### src/rtl/shifter_pkg.sv
// Shared shifter definitions: shift-op encodings, datapath widths and the
// left-normalizer state type.
package shifter_pkg;

  typedef enum logic [1:0] {
    SHIFT_SRL = 2'b00,
    SHIFT_SRA = 2'b01,
    SHIFT_SLL = 2'b10
  } shift_op_t;

  localparam int DATA_W  = 32;
  localparam int SHAMT_W = $clog2(DATA_W) + 1;

  typedef enum logic [1:0] {
    IDLE,
    SHIFT,
    DONE
  } norm_state_t;

endpackage

### src/rtl/shift_normalizer.sv
// Iterative left-normalizer: one left shift per cycle until the MSB is significant.
// Define SHIFT_NORM_SIGNED_EN to add the in_signed_i port and signed stop rule.
module shift_normalizer
  import shifter_pkg::*;
#(
  parameter int WIDTH = DATA_W,
  localparam int SW   = $clog2(WIDTH) + 1
) (
  input  logic             clk,
  input  logic             rst_n,
  input  logic             in_valid_i,
  output logic             in_ready_o,
  input  logic [WIDTH-1:0] in_data_i,
`ifdef SHIFT_NORM_SIGNED_EN
  input  logic             in_signed_i,
`endif
  output logic             out_valid_o,
  input  logic             out_ready_i,
  output logic [WIDTH-1:0] out_data_o,
  output logic [SW-1:0]    out_shamt_o,
  output logic             out_zero_o
);

  norm_state_t      state_q, state_d;
  logic [WIDTH-1:0] work_q, work_d;
  logic [SW-1:0]    cnt_q, cnt_d;
  logic [WIDTH-1:0] res_data_q, res_data_d;
  logic [SW-1:0]    res_shamt_q, res_shamt_d;
  logic             res_zero_q, res_zero_d;
  logic             stop;
  logic             work_zero;

  // A nonzero operand always stops before its bits are shifted out, so an
  // all-zero work register in SHIFT can only mean a zero operand.
  assign work_zero = (work_q == '0);

`ifdef SHIFT_NORM_SIGNED_EN
  logic signed_q, signed_d;

  // Signed: stop once the top two bits differ; the count cap ends all-ones.
  assign stop = signed_q ? ((work_q[WIDTH-1] ^ work_q[WIDTH-2]) || (cnt_q == SW'(WIDTH-1)))
                         : work_q[WIDTH-1];
`else
  assign stop = work_q[WIDTH-1];
`endif

  always_comb begin
    // NOTE: every combinational output gets a default first, so no path leaves a latch.
    state_d     = state_q;
    work_d      = work_q;
    cnt_d       = cnt_q;
    res_data_d  = res_data_q;
    res_shamt_d = res_shamt_q;
    res_zero_d  = res_zero_q;
`ifdef SHIFT_NORM_SIGNED_EN
    signed_d    = signed_q;
`endif
    unique case (state_q)
      IDLE: begin
        if (in_valid_i) begin
          work_d  = in_data_i;
          cnt_d   = '0;
`ifdef SHIFT_NORM_SIGNED_EN
          signed_d = in_signed_i;
`endif
          state_d = SHIFT;
        end
      end
      SHIFT: begin
        if (work_zero) begin
          // Zero skips all iterations so its latency matches a shamt-0 operand.
          res_data_d  = '0;
          res_shamt_d = SW'(WIDTH);
          res_zero_d  = 1'b1;
          state_d     = DONE;
        end else if (stop) begin
          res_data_d  = work_q;
          res_shamt_d = cnt_q;
          res_zero_d  = 1'b0;
          state_d     = DONE;
        end else begin
          work_d = {work_q[WIDTH-2:0], 1'b0};
          cnt_d  = cnt_q + SW'(1);
        end
      end
      DONE: begin
        if (out_ready_i) state_d = IDLE;
      end
      default: state_d = IDLE;
    endcase
  end

  // NOTE: sequential state uses non-blocking assignments only, so every
  // register samples the pre-edge value of its neighbours.
  always_ff @(posedge clk or negedge rst_n) begin
    if (!rst_n) begin
      state_q     <= IDLE;
      work_q      <= '0;
      cnt_q       <= '0;
      res_data_q  <= '0;
      res_shamt_q <= '0;
      res_zero_q  <= 1'b0;
    end else begin
      state_q     <= state_d;
      work_q      <= work_d;
      cnt_q       <= cnt_d;
      res_data_q  <= res_data_d;
      res_shamt_q <= res_shamt_d;
      res_zero_q  <= res_zero_d;
    end
  end

`ifdef SHIFT_NORM_SIGNED_EN
  always_ff @(posedge clk or negedge rst_n) begin
    if (!rst_n) signed_q <= 1'b0;
    else        signed_q <= signed_d;
  end
`endif

  assign in_ready_o  = (state_q == IDLE);
  assign out_valid_o = (state_q == DONE);
  assign out_data_o  = res_data_q;
  assign out_shamt_o = res_shamt_q;
  assign out_zero_o  = res_zero_q;

endmodule
### config.mk
export PLATFORM = sky130hd
export DESIGN_NAME = shift_normalizer
export DESIGN_NICKNAME = d
export VERILOG_FILES = /design/src/rtl/shifter_pkg.sv /design/src/rtl/shift_normalizer.sv
export SDC_FILE = /design/constraint.sdc
export NUM_CORES = 1
export LEC_CHECK = 0
export BUFFER_PORTS_ARGS = -buffer_cell sky130_fd_sc_hd__buf_2
export CAP_MARGIN = 20
export CORE_MARGIN = 3
export CORE_UTILIZATION = 27
export CTS_BUF_LIST = sky130_fd_sc_hd__clkbuf_8 sky130_fd_sc_hd__clkbuf_16
export CTS_CLUSTER_DIAMETER = 120
export DETAILED_ROUTE_END_ITERATION = 10
export PLACE_DENSITY = 0.45
export SYNTH_ARGS = -nofsm -noshare
export SYNTH_HDL_FRONTEND = slang
export SYNTH_SLANG_ARGS = --single-unit
### constraint.sdc
create_clock -name clk -period 6.1 [get_ports clk]
set_input_delay 0.61 -clock clk [delete_from_list [all_inputs] [get_ports clk]]
set_output_delay 0.61 -clock clk [all_outputs]
set_load 0.03 [all_outputs]
==> qor.yml <==
place_ws_ns: 3.271
grtUsageMet2: 0.1966
required_ns: 6.31
post_cts_resized: 0
synth_area_um2: 3586
cts_tree: "built"
synth_area_leaders: "dfrtp_1 55%, mux2_4 11%, a22o_1 8.8%"
synthXorXnorAreaFrac: 0
fin_util: 0.3431
clock-root-buffer: "clkbuf_16"
ant_nets: 0
final_common_cell: "dfrtp_1"
p_total_mw: 2.577
hpwl_um: 5854
maxCapViolCount: 0
ff_latch_area_um2: 1977
worst-path-buf-inv: 1
synth-simple-area-share: 0.1120
intPower_mw: 1.514
powerDensity_nw_per_um2: 585.7
nets: 429
hold_viol: 0
power.share.clock: 0.190
portBuffers: 76
overflow: 0
timing.fmax_ghz: 0.3545
core_area_um2: 12820
p_leak_nw: 2.161
grt_pass1_vias: 2747
drt_first_iter_violations: 117
ys_ff_latch: 79
p_sw_mw: 1.063
crit_path_end_kind: "register"
dr.pass1.iters: 4
cts.reportedPaths.clkPinSlew_ns: 0.06
drt-wirelength-per-cell_um: 16.37
io-pin-count: 77
cts-buffers-inserted: 9
globalplace.congestion: 0.7207
drc: 0
critical_path_class: "register to register"
clock_latency_ns: 0.33
place_area_um2: 4108
hold_slack_ns: 0.2261
grt_busiest_layer: "met2"
grtUsageTotal: 0.1332
power_frac_comb: 0.440
rsz0062_at_grt: "no"
vias: 2663
syn2layout_area_growth_pct: 22.71
fin_tns_setup_ns: 0
antenna_found_initial: 0
fillers: 1340
skew_ns: 0.004076
period_needed_ns: 2.821
cp_top_family: "simple AND/OR/NAND/NOR gates"
placed_cells: 552
n_antenna_cell: 0
crit_cells: 6
fp-row-count: 41
pwr-share-seq: 0.371
worstMarginPinSlew_ns: 1.030
r2r_cells: 6
most-common-layout-cells: "79 x dfrtp_1, 75 x buf_2, 72 x nand2_1, 36 x a22o_1, 31 x o21ai_0"
clk_path_buf_depth: 2
synth_nets: 360
start_util: 0.2796
avgSynthCellArea_um2: 11.10
critPathLaunchType: "register"
routed_via_density: 4.697
cts.sinks: 79
post-cts-setup-buffer-count: 0
slew_headroom: 0.3116
die_x_um: 121.2
dieArea_um2: 14700
fin_cells: 567
synthMuxAreaShare: 0.1246
wl_um: 9284
max_stage_delay_ns: 0.68
grt_pass1_wl_um: 15150
die_h_um: 121.2
worstHoldPathType: "input pin to asynchronous set/reset pin"
status: "completed"
crit_fanout: 29
multi_input_area_um2: 1484
fin_ws_ns: 3.279
synth_compound_gate_area_share: 0.1710
ys_seq_area_frac: 0.5513
synth_top_area_share: 0.5513
hold_buffers: 0
grtUsageMet1: 0.1889
cp_cell_sequence: "nor4_1 > nand2_1 > o41ai_2 > nand2_1 > buf_4 > a22o_1"
grt_start_max_net_pins: 80
setup_viol: 0
yosys.area_share.adder: 0.003489
maxSlewViolCount: 0
yosys.area.top_type: "dfrtp_1"
netlist_instances: 323
layout-drive-gt1-share: 0.3165
crit_top_cell: "nand2_1"
synth.distinct_cells: 34
use_met3: 0.03263
synth_top_family_by_area: "compound AO/OA/AOI/OAI gates"
worstPathArrival_ns: 3.03
netSwitchingFraction: 0.4125
finalCritPeriodShare: 0.4624
fin_area_um2: 4400
htreeDepth: 3
worst_path_max_delay_cell: "o41ai_2"
peakVddDrop_v: 0.0002259
yosysWarnings: 0
==> state kept, by name, summed over array words and instances, names as in the netlist <==
| signal | count |
|---|---|
| out_data_o | 32 |
| work_q | 32 |
| state_q | 2 |
| out_zero_o | 1 |
| out_shamt_o | 6 |
| cnt_q | 6 |
==> cell usage after synthesis <==
master     number
and3_1          1
mux2_1          4
clkinv_1        1
o211ai_1        1
o32a_1          1
a31oi_1         2
nand2_1        72
o41ai_2         1
a22o_1         36
o2bb2ai_1       1
inv_2           1
clkbuf_1       14
o41a_1          1
nand3_1         3
nor4_1          8
nand2b_1        2
buf_6           3
a21oi_2         1
o21ai_1         5
buf_1           2
nor3_1          2
or2_2           1
buf_2           3
dfrtp_1        79
nor2_1          5
mux2_2          1
a21oi_1         4
a211oi_1        1
o21ai_0        31
ha_1            1
mux2_4         26
nor2b_1         2
inv_1           5
a21o_1          2
==> cells by family (layout without fill, tap and decap cells) <==
kind of cell,count (synthesis),after routing
AO/OA/AOI/OAI,87,87
adder cells (fa/ha/maj),1,1
buffers and inverters,29,101
flip-flops,79,79
multiplexers,31,31
AND/OR/NAND/NOR,96,96
==> path summary, 6_finish.rpt <==
path / end / slack [ns] / startpoint
max in group asynchronous: work_q[14] / 5.27 / rst_n
min: out_data_o[31] / 0.23 / rst_n
min in group clk: state_q[1] / 0.45 / out_ready_i
max reg2reg: out_data_o[28] / 3.28 / work_q[17]
min reg2reg: out_data_o[31] / 0.47 / out_data_o[31]
max: out_data_o[28] / 3.28 / work_q[17]
==> power groups by stage <==
| stage | sequential, mW | clock [mW] | combinational [mW] |
|---|---|---|---|
| after floorplan | 1.12 | 0 | 0.670 |
| after global placement | 0.969 | 0 | 1.13 |
| after detailed placement | 0.966 | 0 | 1.14 |
| after CTS | 0.958 | 0.509 | 1.15 |
| after global routing | 0.997 | 0.520 | 1.25 |
| final | 0.955 | 0.489 | 1.13 |
==> cell type report <==
| type | count | share of cell area |
|---|---|---|
| tap | 172 | 0.04891 |
| multi-input combinational | 215 | 0.3372 |
| clock inverter | 3 | 0.002843 |
| clock buffer | 11 | 0.05744 |
| inverter | 7 | 0.005971 |
| sequential | 79 | 0.4492 |
| timing repair buffer | 80 | 0.09838 |
==> routing by layer <==
layer / routed length [um] / share of wire
met1: 4615 / 0.50
met2: 4029 / 0.43
met3: 490 / 0.053
met4: 149 / 0.016
met5: 0 / 0
==> worst register-to-register path, delay by kind of cell, from the launching register on <==
family,cells,cell delay (ns)
AO/OA/AOI/OAI,2,0.92
buffers and inverters,1,0.40
flip-flops,1,0.41
AND/OR/NAND/NOR,3,0.98
No activity file was read; power rests on OpenSTA's default activity.
